--- src/rtl/led_pkg.sv ---
// rtl/led_pkg.sv - shared constants, types and leading-zero helper for the LED scanner
package led_pkg;

  localparam int NUM_DIGITS = 4;
  localparam logic [3:0] AN_OFF = 4'b1111;

  typedef logic [1:0] dig_t;

  // Digit k>=1 is suppressed when it and every higher digit are zero and its dp is not requested.
  function automatic logic [3:0] lz_mask(input logic [15:0] v, input logic [3:0] dpm, input logic en);
    logic [3:0] m;
    logic zero_above;
    m = '0;
    zero_above = 1'b1;
    for (int k = NUM_DIGITS - 1; k >= 1; k--) begin
      zero_above = zero_above & (v[k*4 +: 4] == 4'h0);
      m[k] = en & zero_above & ~dpm[k];
    end
    return m;
  endfunction

endpackage

--- src/rtl/led_digit_scanner.sv ---
// rtl/led_digit_scanner.sv - 4-digit multiplexed seven-segment scanner with dead-time and frame-synchronous loads
module led_digit_scanner
  import led_pkg::*;
#(
  parameter int PRESCALE = 50000,
  parameter int BLANK    = 2000
) (
  input  logic        clk,
  input  logic        reset,
  input  logic [15:0] value,
  input  logic [3:0]  dp,
  input  logic        load,
  input  logic        lz_en,
  output logic [3:0]  nibble,
  output logic [3:0]  an_n,
  output logic        dp_n,
  output logic        frame
);

  localparam int PW = $clog2(PRESCALE);

  logic [PW-1:0] pcnt;
  dig_t          dig;
  logic [15:0]   shadow_val, disp_val;
  logic [3:0]    shadow_dp, disp_dp;
  logic          pend;
  logic          wrap_q;

  logic       slot_end, wrap, in_blank, an_on;
  logic [3:0] supp;

  assign slot_end = (pcnt == PW'(PRESCALE - 1));
  assign wrap     = slot_end && (dig == 2'd3);

  generate
    if (BLANK == 0) begin : g_noblank
      assign in_blank = 1'b0;
    end else begin : g_blank
      assign in_blank = (pcnt < PW'(BLANK));
    end
  endgenerate

  assign supp  = lz_mask(disp_val, disp_dp, lz_en);
  assign an_on = !in_blank && !supp[dig];

  always_ff @(posedge clk or posedge reset) begin
    if (reset) begin
      pcnt       <= '0;
      dig        <= '0;
      shadow_val <= '0;
      shadow_dp  <= '0;
      disp_val   <= '0;
      disp_dp    <= '0;
      pend       <= 1'b0;
      wrap_q     <= 1'b0;
    end else begin
      if (slot_end) begin
        pcnt <= '0;
        dig  <= dig + 2'd1;
      end else begin
        pcnt <= pcnt + 1'b1;
      end
      wrap_q <= wrap;
      if (wrap && pend) begin
        disp_val <= shadow_val;
        disp_dp  <= shadow_dp;
        pend     <= 1'b0;
      end
      // A load on the wrap cycle re-arms pend after the transfer above, so it lands next frame.
      if (load) begin
        shadow_val <= value;
        shadow_dp  <= dp;
        pend       <= 1'b1;
      end
    end
  end

  // Pins register the current scan state, so they trail the counters by one clock.
  always_ff @(posedge clk or posedge reset) begin
    if (reset) begin
      nibble <= '0;
      an_n   <= AN_OFF;
      dp_n   <= 1'b1;
      frame  <= 1'b0;
    end else begin
      nibble <= disp_val[{dig, 2'b00} +: 4];
      an_n   <= an_on ? ~(4'b0001 << dig) : AN_OFF;
      dp_n   <= an_on ? ~disp_dp[dig] : 1'b1;
      frame  <= wrap_q;
    end
  end

endmodule

--- config.mk ---
export PLATFORM = sky130hd
export DESIGN_NAME = led_digit_scanner
export DESIGN_NICKNAME = d
export VERILOG_FILES = /design/src/rtl/led_pkg.sv /design/src/rtl/led_digit_scanner.sv
export SDC_FILE = /design/constraint.sdc
export NUM_CORES = 1
export LEC_CHECK = 0
export BUFFER_PORTS_ARGS = -buffer_cell sky130_fd_sc_hd__buf_2
export CORE_MARGIN = 2
export CORE_UTILIZATION = 52
export DETAILED_ROUTE_END_ITERATION = 8
export PLACE_DENSITY_LB_ADDON = 0.3
export SLEW_MARGIN = 20
export SYNTH_ARGS = -nofsm -noshare
export SYNTH_HDL_FRONTEND = slang
export SYNTH_SLANG_ARGS = --single-unit
--- constraint.sdc ---
create_clock -name clk -period 2 [get_ports clk]
set_clock_uncertainty 0.05 [all_clocks]
set_input_delay 0.1 -clock clk [delete_from_list [all_inputs] [get_ports clk]]
set_output_delay 0.1 -clock clk [all_outputs]
set_load 0.01 [all_outputs]
Yosys cells after proc, flatten, opt, wreduce, memory -nomap -nowiden
Cells that the tools add are included.
{"block": "word_totals", "output_inout_bits": 10, "input_bits": 24, "wordCells": 51, "ff_bits": 70}
{"block": "classes", "add_sub_neg": 2, "magnitude_cmp": 2, "n_eq_ne": 2, "n_bitwise": 13, "shifts": 2, "muxes": 9, "reduce_logical": 9}
{"op": "$add 16x1->16 const B", "n": 1}
{"op": "$eq 16x16->1 const B", "n": 1}
{"op": "$lt 16x11->1 const B", "n": 1}
{"op": "$mux 16", "n": 1}
{"op": "$shiftx 16x5->4", "n": 1}
{"op": "$logic_not 4->1", "n": 3}
{"op": "$and 1x1->1", "n": 8}
{"op": "$mux 1", "n": 5}
{"op": "$bmux 1 s2", "n": 2}
{"op": "$mux 4", "n": 1}
{"op": "$not 1->1", "n": 4}
{"op": "$not 4->4", "n": 1}
{"op": "$shl 1x2->4 const A", "n": 1}
{"op": "$logic_and 1x1->1", "n": 3}
{"op": "$lt 2x3->1 const B", "n": 1}
{"op": "$add 2x1->2 const B", "n": 1}
{"op": "$eq 2x2->1 const B", "n": 1}
{"op": "$logic_not 1->1", "n": 2}
{"op": "$reduce_bool 2->1", "n": 1}

Logic depth before layout (Yosys ltp)
Gate-level depths: netlist (run 1).
{"block": "logic_depth", "depth_word": 10, "mapped_depth": 6}

Worst setup path after synthesis (run 1)
Ideal clock, no wire load.
{"block": "synth_path", "path_kind": "register to register", "start": "reg pcnt[7]", "end": "reg disp_dp[0]", "n_path_buf": 1, "stages_incl_launch_ff": 6, "synth_period_minus_slack_ps": 2174, "arrival_time_ps": 1998, "setup_ps": 125, "slack_ps": -174, "required_time_ps": 1825, "path_cell_list": "dfrtp_1 or4b_4 nor4_4 and3_4 buf_12 mux2_4"}
{"block": "synth_via", "elab_chain_len": 3}
{"item": "from (decl)", "line_no": "led_digit_scanner.sv:22", "text": "logic [PW-1:0] pcnt;"}
{"item": "from (signal assigned)", "line_no": "led_digit_scanner.sv:61", "text": "pcnt <= pcnt + 1'b1;"}
{"item": "$eq 16x16->1", "line_no": "led_digit_scanner.sv:32", "text": "assign slot_end = (pcnt == PW'(PRESCALE - 1));"}
{"item": "$logic_and 1x1->1", "line_no": "led_digit_scanner.sv:33", "text": "assign wrap = slot_end && (dig == 2'd3);"}
{"item": "$logic_and 1x1->1", "line_no": "led_digit_scanner.sv:64", "text": "if (wrap && pend) begin"}
{"item": "to (signal assigned)", "line_no": "led_digit_scanner.sv:66", "text": "disp_dp <= shadow_dp;"}
{"item": "to (decl)", "line_no": "led_digit_scanner.sv:25", "text": "logic [3:0] shadow_dp, disp_dp;"}
No other way between the ends.
A chain may end at the register's enable or synchronous reset.

Worst setup path after layout (run 1)
{"block": "layout_path", "start": "reg pcnt[12]", "end": "reg disp_val[7]"}
{"block": "layout_via", "elab_chain_len": 3}
{"item": "$eq 16x16->1", "line_no": "led_digit_scanner.sv:32"}
{"item": "$logic_and 1x1->1", "line_no": "led_digit_scanner.sv:33"}
{"item": "$logic_and 1x1->1", "line_no": "led_digit_scanner.sv:64"}
{"item": "to (signal assigned)", "line_no": "led_digit_scanner.sv:65", "text": "disp_val <= shadow_val;"}
{"item": "to (decl)", "line_no": "led_digit_scanner.sv:24", "text": "logic [15:0] shadow_val, disp_val;"}
No other way between the ends.

==> results of run 1 <==
-- synthesized netlist by cell type --
library cell                instances  area [sq um]
sky130_fd_sc_hd__a2111oi_0          1         8.760
sky130_fd_sc_hd__a211oi_1           1         7.510
sky130_fd_sc_hd__a21o_1             1         7.510
sky130_fd_sc_hd__a21oi_1            2         10.01
sky130_fd_sc_hd__and2_1             1         6.260
sky130_fd_sc_hd__and2b_2            1         8.760
sky130_fd_sc_hd__and3_1             1         6.260
sky130_fd_sc_hd__and3_4             1         11.26
sky130_fd_sc_hd__and4_1             2         17.52
sky130_fd_sc_hd__and4_2             1         10.01
sky130_fd_sc_hd__buf_12             2         40.04
sky130_fd_sc_hd__clkbuf_1           4         15.01
sky130_fd_sc_hd__clkbuf_2           1         5.000
sky130_fd_sc_hd__dfrtp_1           65          1627
sky130_fd_sc_hd__dfstp_2            5         131.4
sky130_fd_sc_hd__ha_1               5         62.56
sky130_fd_sc_hd__inv_1              5         18.77
sky130_fd_sc_hd__mux2_2            20         225.2
sky130_fd_sc_hd__mux2_4            20         300.3
sky130_fd_sc_hd__mux4_2             5         112.6
sky130_fd_sc_hd__nand2_1           10         37.54
sky130_fd_sc_hd__nand2b_1           1         6.260
sky130_fd_sc_hd__nand3_1            8         40.04
sky130_fd_sc_hd__nand4_1            4         25.02
sky130_fd_sc_hd__nand4b_1           1         8.760
sky130_fd_sc_hd__nor2_1            11         41.29
sky130_fd_sc_hd__nor3_1             1         5.000
sky130_fd_sc_hd__nor4_1             4         25.02
sky130_fd_sc_hd__nor4_4             1         21.27
sky130_fd_sc_hd__nor4b_1            1         8.760
sky130_fd_sc_hd__o21a_1             1         7.510
sky130_fd_sc_hd__o21ai_0            2         10.01
sky130_fd_sc_hd__o31ai_1            1         7.510
sky130_fd_sc_hd__o32ai_1            1         8.760
sky130_fd_sc_hd__or3_1              1         6.260
sky130_fd_sc_hd__or3_4              1         11.26
sky130_fd_sc_hd__or4_1              2         15.01
sky130_fd_sc_hd__or4b_4             1         13.76
sky130_fd_sc_hd__xnor2_1            7         61.31
sky130_fd_sc_hd__xor2_1             6         52.55
-- through the flow --
step                area [sq um]  hold slack, ns  setup WS (ns)  util [%]
global route                3852          0.2555       -0.04545     69.11
CTS                         3805          0.1894      -0.009065     68.26
floorplan                   3044          0.2016        -0.1736         -
detailed placement          3420          0.1043      -0.005945     61.35
global placement            3420         0.09596        0.03505     61.35
finish                      3852          0.2211       -0.01888     69.11
-- kinds of logic (layout without fill, tap and decap cells) --
group / count (synthesis) / after routing
XOR/XNOR: 13 / 13
flip-flops: 70 / 70
buffers and inverters: 12 / 98
adder cells (fa/ha/maj): 5 / 5
AND/OR/NAND/NOR: 54 / 54
AO/OA/AOI/OAI: 10 / 10
multiplexers: 45 / 45
-- worst max-delay path: stages, from the launching register on --
cell                        delay [ns]
sky130_fd_sc_hd__dfrtp_1          0.38
sky130_fd_sc_hd__or3_4            0.42
sky130_fd_sc_hd__nor4_4           0.31
sky130_fd_sc_hd__and3_4           0.28
sky130_fd_sc_hd__clkbuf_16        0.17
sky130_fd_sc_hd__mux2_4           0.29
-- sequential cells by signal, indices dropped and copies added (netlist names) --
register    cells
an_n            4
dig             2
disp_dp         4
disp_val       16
dp_n            1
frame           1
nibble          4
pcnt           16
pend            1
shadow_dp       4
shadow_val     16
wrap_q          1
-- layer usage --
metal,vias up,wire length (um),GRT usage [%],part of all wire (%)
met5,-,0,0,0
met4,0,103,9.153,1.9
met3,8,199,4.382,3.7
met2,46,2344,26.50,44
met1,945,2695,27.81,50
li1,910,-,-,-
-- worst max path at each step --
stage | startpoint | end | slack [ns] | cells past startpoint
2_1_floorplan | pcnt[7] | disp_dp[0] | -0.17 | 5
4_1_cts | pcnt[7] | disp_val[4] | -0.009 | 5
6_report | pcnt[12] | disp_val[7] | -0.02 | 5
3_5_place_dp | pcnt[7] | disp_val[4] | -0.006 | 5
5_1_grt | pcnt[12] | disp_dp[0] | -0.05 | 5
3_3_place_gp | pcnt[13] | disp_val[5] | 0.04 | 5
-- layout make-up --
type,count,area [sq um]
clock buffer,11,141.4
clock inverter,5,33.78
fill,397,1722
inverter,5,18.77
multi-input combinational,127,1207
sequential,70,1758
tap,72,90.09
timing repair buffer,77,603.1
-- power by group through the flow --
| stage | Sequential, W | Clock, W | Combinational [W] |
|---|---|---|---|
| after detailed placement | 0.00151 | 0 | 0.000110 |
| after CTS | 0.00148 | 0.00102 | 0.000141 |
| after global routing | 0.00148 | 0.00109 | 0.000155 |
| final | 0.00148 | 0.000991 | 0.000138 |
| after floorplan | 0.00150 | 0 | 0.0000712 |
| after global placement | 0.00151 | 0 | 0.000106 |
-- timing repair --
action,CTS,global route
setup buffers,0,3
cloned,0,1
hold buffers,21,0
endpoints found under the setup margin,7,20
hold endpoints to repair,38,0
pin swaps,1,1
==> impl_metrics.sql, run 1 <==
INSERT INTO impl_metrics (metric_group, metric, value, unit) VALUES
('run_status', 'status', 'finished with violations', ''),
('run_status', 'violations', 'setup timing', ''),
('setup_path', 'critical_path.reg2reg.endpoint', 'disp_val[7]', ''),
('clocking', 'path_clk_slew', '0.07', 'ns'),
('global_route', 'first_global_vias', '1837', ''),
('clocking', 'root_buffer_selected_by_cts', 'sky130_fd_sc_hd__clkbuf_8', ''),
('logic_synthesis', 'synthCells', '209', ''),
('logic_synthesis', 'synth-seq-area-share', '57.75', '%'),
('placement', 'port_buffer_count', '33', ''),
('global_route', 'grt_start_max_net_pins', '48', ''),
('detailed_routing', 'initialDrtViolationCount', '122', ''),
('timing', 'tns', '-0.1096', 'ns'),
('setup_path', 'end_kind', 'flip-flop', ''),
('detailed_routing', 'routed-via-count', '1909', ''),
('pwr', 'power.clock.fraction', '38.0', '%'),
('floorplanning', 'ioPinCount', '34', ''),
('setup_path', 'worstSetupStartpointType', 'flip-flop', ''),
('cells_and_area', 'drive_gt1_share', '43.39', '%'),
('cells_and_area', 'syn2layout_area_growth', '26.55', '%'),
('timing', 'finalHoldViolCount', '0', ''),
('clocking', 'number_of_gates_resized_after_cts', '0', ''),
('logic_synthesis', 'ys_warn_count', '0', ''),
('detailed_routing', 'detail_route.wl_per_cell', '14.56', 'um'),
('cells_and_area', 'mostFrequentLayoutCell', 'sky130_fd_sc_hd__dfrtp_1', ''),
('floorplanning', 'die-height', '80.51', 'um'),
('cells_and_area', 'n_antenna_cell', '0', ''),
('floorplanning', 'die_area', '6482', 'sq um'),
('setup_path', 'critical_path.reg2reg.startpoint', 'pcnt[12]', ''),
('detailed_routing', 'drc_errors', '0', ''),
('detailed_routing', 'drt_pre_antenna_iters', '4', ''),
('timing', 'setup_slack_after_layout', '-0.01888', 'ns'),
('logic_synthesis', 'area_share_of_and_or_nand_nor_cells_after_synthesis', '10.69', '%'),
('clocking', 'tritoncts', 'yes', ''),
('cells_and_area', 'num-nets-final', '319', ''),
('logic_synthesis', 'synth-seq-cells', '70', ''),
('flow_run', 'cap_viol_max_count', '0', ''),
('pwr', 'sequentialPowerShare', '56.7', '%'),
('setup_path', 'ff2ff_setup_slack', '-0.02', 'ns'),
('timing', 'setup_violations', '9', ''),
('timing', 'worst_slew_pin_slew', '0.4982', 'ns'),
('logic_synthesis', 'synthesis.area', '3044', 'sq um'),
('clocking', 'numClockSinks', '70', ''),
('hold_path', 'timing.hold.worst_path_depth', '2', ''),
('detailed_routing', 'ant_nets', '0', ''),
('floorplanning', 'core_outline_area', '5574', 'sq um'),
('logic_synthesis', 'synthesis.nets', '238', ''),
('hold_path', 'hold-path-endpoint', 'pend', ''),
('clocking', 'clkLatencyLatePin', '0.34', 'ns'),
('global_route', 'grt-ovfl-total', '0', ''),
('pwr', 'cellLeakagePower', '1.762', 'nW'),
('setup_path', 'worst-setup-path-type', 'reg2reg', ''),
('global_route', 'antenna_found_initial', '0', ''),
('logic_synthesis', 'post_synthesis_xor_xnor_area_fraction', '3.740', '%'),
('floorplanning', 'placementRows', '27', ''),
('cells_and_area', 'final_cell_count_no_fill', '367', ''),
('timing', 'fin_crit_sh', '100.9', '%'),
('detailed_routing', 'vias_per_cell', '5.202', ''),
('pwr', 'sw_frac_of_total', '22.43', '%'),
('logic_synthesis', 'synth.area.mux_share', '20.96', '%'),
('logic_synthesis', 'postSynthAreaPerCell', '14.57', 'sq um'),
('logic_synthesis', 'synth_compound_gate_area_share', '2.219', '%'),
('placement', 'post-dp-hpwl', '3.679', 'mm'),
('pwr', 'pwr_density', '677.1', 'nW/um^2'),
('pwr', 'report.power.total', '0.002609', 'W'),
('setup_path', 'cp.arrival', '2.19', 'ns'),
('timing', 'rsz0062_at_grt', 'true', ''),
('cells_and_area', 'most-common-layout-cells', '65 x sky130_fd_sc_hd__dfrtp_1, 33 x sky130_fd_sc_hd__buf_2, 21 x sky130_fd_sc_hd__dlygate4sd3_1', ''),
('pwr', 'vdd_ir_drop_max', '0.0006172', 'V'),
('timing', 'maxClockFrequency', '0.4953', 'GHz'),
('logic_synthesis', 'largest_family_of_logic_cells_by_synthesized_area', 'multiplexers', ''),
('timing', 'timing.max_slew.rel_slack', '66.59', '%');
Power figures use the tool's default switching activity.
==> inputs of run 2 (changes only) <==
--- a/config.mk
+++ b/config.mk
@@ -7,9 +7,11 @@
 export LEC_CHECK = 0
 export BUFFER_PORTS_ARGS = -buffer_cell sky130_fd_sc_hd__buf_2
 export CORE_MARGIN = 2
-export CORE_UTILIZATION = 52
+export CORE_UTILIZATION = 45
 export DETAILED_ROUTE_END_ITERATION = 8
+export HOLD_SLACK_MARGIN = 0.1
 export PLACE_DENSITY_LB_ADDON = 0.3
+export SKIP_CTS_REPAIR_TIMING = 1
 export SLEW_MARGIN = 20
 export SYNTH_ARGS = -nofsm -noshare
 export SYNTH_HDL_FRONTEND = slang
==> run 2 against run 1 <==
Net effect: the flow still finishes with violations (setup timing); clock power is 13% higher; clock-buffer cell count is 2 lower; sequential share of layout area is 0.10 points lower; worst hold slack worse by 0.0036 ns; non-clock buffer count is 1 lower; sequential power hardly changed.
==> impl_metrics.sql, run 2 (same netlist as run 1, synthesis figures left out) <==
INSERT INTO impl_metrics (metric_group, metric, value, unit) VALUES
('run_status', 'status', 'finished with violations', ''),
('run_status', 'violations', 'setup timing', ''),
('setup_path', 'cp.arrival', '2.20', 'ns'),
('clocking', 'clkLatencyLatePin', '0.35', 'ns'),
('timing', 'timing_max_transition_violations_final', '0', ''),
('setup_path', 'cp-endpoint', 'disp_val[10]', ''),
('setup_path', 'worstPathRequired', '2.19', 'ns'),
('cells_and_area', 'n_antenna_cell', '0', ''),
('detailed_routing', 'initialDrtViolationCount', '86', ''),
('setup_path', 'timing.critical_path.max_delay_family', 'simple AND/OR/NAND/NOR gates', ''),
('timing', 'finalHoldViolCount', '0', ''),
('placement', 'gp_congestion', '0.8360', ''),
('timing', 'timing.max_slew.rel_slack', '64.38', '%'),
('cells_and_area', 'syn2layout_area_growth', '26.84', '%'),
('timing', 'fin_crit_sh', '100.6', '%'),
('clocking', 'numClockSinks', '70', ''),
('setup_path', 'critical_path.reg2reg.endpoint', 'disp_val[10]', ''),
('cells_and_area', 'final.fill_count', '513', ''),
('setup_path', 'critical_path.reg2reg.startpoint', 'pcnt[12]', ''),
('global_route', 'grt_start_max_net_pins', '31', ''),
('timing', 'setup_slack_after_layout', '-0.01258', 'ns'),
('floorplanning', 'core_outline_area', '6459', 'sq um'),
('placement', 'port_buffer_count', '33', ''),
('clocking', 'path_clk_slew', '0.08', 'ns'),
('global_route', 'grt-ovfl-total', '0', ''),
('setup_path', 'ff2ff_setup_slack', '-0.01', 'ns'),
('pwr', 'vdd_ir_drop_max', '0.0005056', 'V'),
('timing', 'setup_violations', '8', ''),
('clocking', 'tritoncts', 'yes', ''),
('cells_and_area', 'most-common-layout-cells', '65 x sky130_fd_sc_hd__dfrtp_1, 33 x sky130_fd_sc_hd__buf_2, 21 x sky130_fd_sc_hd__dlygate4sd3_1', ''),
('clocking', 'clock_tree.htree_level_count', '3', ''),
('setup_path', 'cp_cell_sequence', 'or3_4, nor4_4, and3_4, clkbuf_16, mux2_4', ''),
('floorplanning', 'initial_core_util', '47.13', '%'),
('cells_and_area', 'num-nets-final', '318', ''),
('setup_path', 'end_kind', 'flip-flop', ''),
('hold_path', 'hold_class', 'in2reg', ''),
('global_route', 'grt_first_pass_wirelength', '8.873', 'mm'),
('setup_path', 'cp.depth', '5', ''),
('cells_and_area', 'drive_gt1_share', '44.22', '%'),
('clocking', 'root_buffer_selected_by_cts', 'sky130_fd_sc_hd__clkbuf_8', ''),
('flow_run', 'cap_viol_max_count', '0', ''),
('timing', 'rsz0062_at_grt', 'true', ''),
('detailed_routing', 'drc_errors', '0', ''),
('detailed_routing', 'ant_nets', '0', ''),
('floorplanning', 'die-width', '86.25', 'um'),
('floorplanning', 'ioPinCount', '34', ''),
('setup_path', 'cp_max_fo', '8', ''),
('timing', 'maxClockFrequency', '0.4969', 'GHz'),
('clocking', 'cts_made_buffers', '9', ''),
('timing', 'fin_worst_hold_slack', '0.2174', 'ns'),
('timing', 'tns', '-0.06218', 'ns'),
('pwr', 'cellLeakagePower', '1.761', 'nW'),
('setup_path', 'worst_case_reg_to_reg_path_depth', '5', ''),
('clocking', 'ctsLongestPathBuffers', '2', ''),
('floorplanning', 'placementRows', '29', ''),
('timing', 'finalCriticalPeriod', '2.013', 'ns'),
('placement', 'post-dp-hpwl', '3.737', 'mm'),
('global_route', 'first_global_vias', '1840', ''),
('detailed_routing', 'drt_wl_total', '5.488', 'mm'),
('detailed_routing', 'drt_pre_antenna_iters', '4', ''),
('setup_path', 'worstSetupStartpoint', 'pcnt[12]', ''),
('detailed_routing', 'routed-via-count', '1882', ''),
('setup_path', 'crit_buf_inv', '1', ''),
('timing', 'worst_slew_pin_slew', '0.5310', 'ns'),
('setup_path', 'worstSetupStartpointType', 'flip-flop', ''),
('global_route', 'grt_util_all_layers', '15.93', '%'),
('detailed_routing', 'detail_route.wl_per_cell', '14.79', 'um'),
('cells_and_area', 'reg_top3', 'disp_val x16, pcnt x16, shadow_val x16', ''),
('global_route', 'antenna_found_initial', '0', ''),
('setup_path', 'worst-setup-path-type', 'reg2reg', ''),
('cells_and_area', 'mostFrequentLayoutCell', 'sky130_fd_sc_hd__dfrtp_1', ''),
('cells_and_area', 'postLayoutCoreUtil', '59.78', '%'),
('setup_path', 'crit_path_top_delay_cell', 'sky130_fd_sc_hd__or3_4', ''),
('setup_path', 'worst_path_largest_cell_delay', '0.40', 'ns'),
('detailed_routing', 'vias_per_cell', '5.073', ''),
('pwr', 'pwr_density', '709.7', 'nW/um^2'),
('floorplanning', 'die-height', '86.25', 'um'),
('floorplanning', 'die_area', '7439', 'sq um');
## run 2: cell types whose count changed in the layout (fill, tap and decap cells not counted), sizes merged
cell,delta
clkinvlp,-1
clkbuf,-2
bufinv,+1
buf,-1
clkinv,+2
## run 2: worst reg2reg max path, stage by stage (launching register included)
cell	delay [ns]
sky130_fd_sc_hd__dfrtp_1	0.39
sky130_fd_sc_hd__or3_4	0.40
sky130_fd_sc_hd__nor4_4	0.31
sky130_fd_sc_hd__and3_4	0.28
sky130_fd_sc_hd__clkbuf_16	0.18
sky130_fd_sc_hd__mux2_4	0.30
## run 2: layout make-up
type                       count  area [sq um]  area share (%)
clock buffer                   9         123.9           3.208
sequential                    70          1758           45.53
inverter                       5         18.77          0.4861
multi-input combinational    127          1216           31.50
tap                           77         96.34           2.495
timing repair buffer          76         574.3           14.87
clock inverter                 7         73.82           1.912
## run 2: how the worst min path moves through the flow
stage               from             end  slack (ns)  depth (start not counted)
3_5_place_dp       reset   shadow_val[1]        0.08                          2
5_1_grt             load            pend        0.24                          2
4_1_cts            reset   shadow_val[1]       -0.30                          2
6_report            load            pend        0.22                          2
3_3_place_gp       reset   shadow_val[1]        0.08                          2
2_1_floorplan  value[10]  shadow_val[10]        0.20                          1
## run 2: stage by stage
step	setup slack [ns]	instance area [sq um]	std cells	power [W]
after global routing	-0.05669	3861	371	0.002856
after CTS	-0.003436	3598	347	0.002739
after global placement	0.03503	3401	331	0.001612
final	-0.01258	3861	371	0.002740
after floorplan	-0.1736	3044	209	0.001568
after detailed placement	0.01316	3401	331	0.001616
## run 2: layer usage
layer,up-vias,wire (um),track usage (%)
li1,913,-,-
met2,38,2444,22.55
met4,0,114,8.949
met5,-,0,0
met1,921,2738,22.48
met3,10,190,4.000
## run 2: where the power goes
group	switching, W	total (W)	internal (W)
Combinational	0.0000555	0.000138	0.0000825
Sequential	0.0000224	0.00148	0.00146
Clock	0.000546	0.00112	0.000579
Total	0.000623	0.00274	0.00212
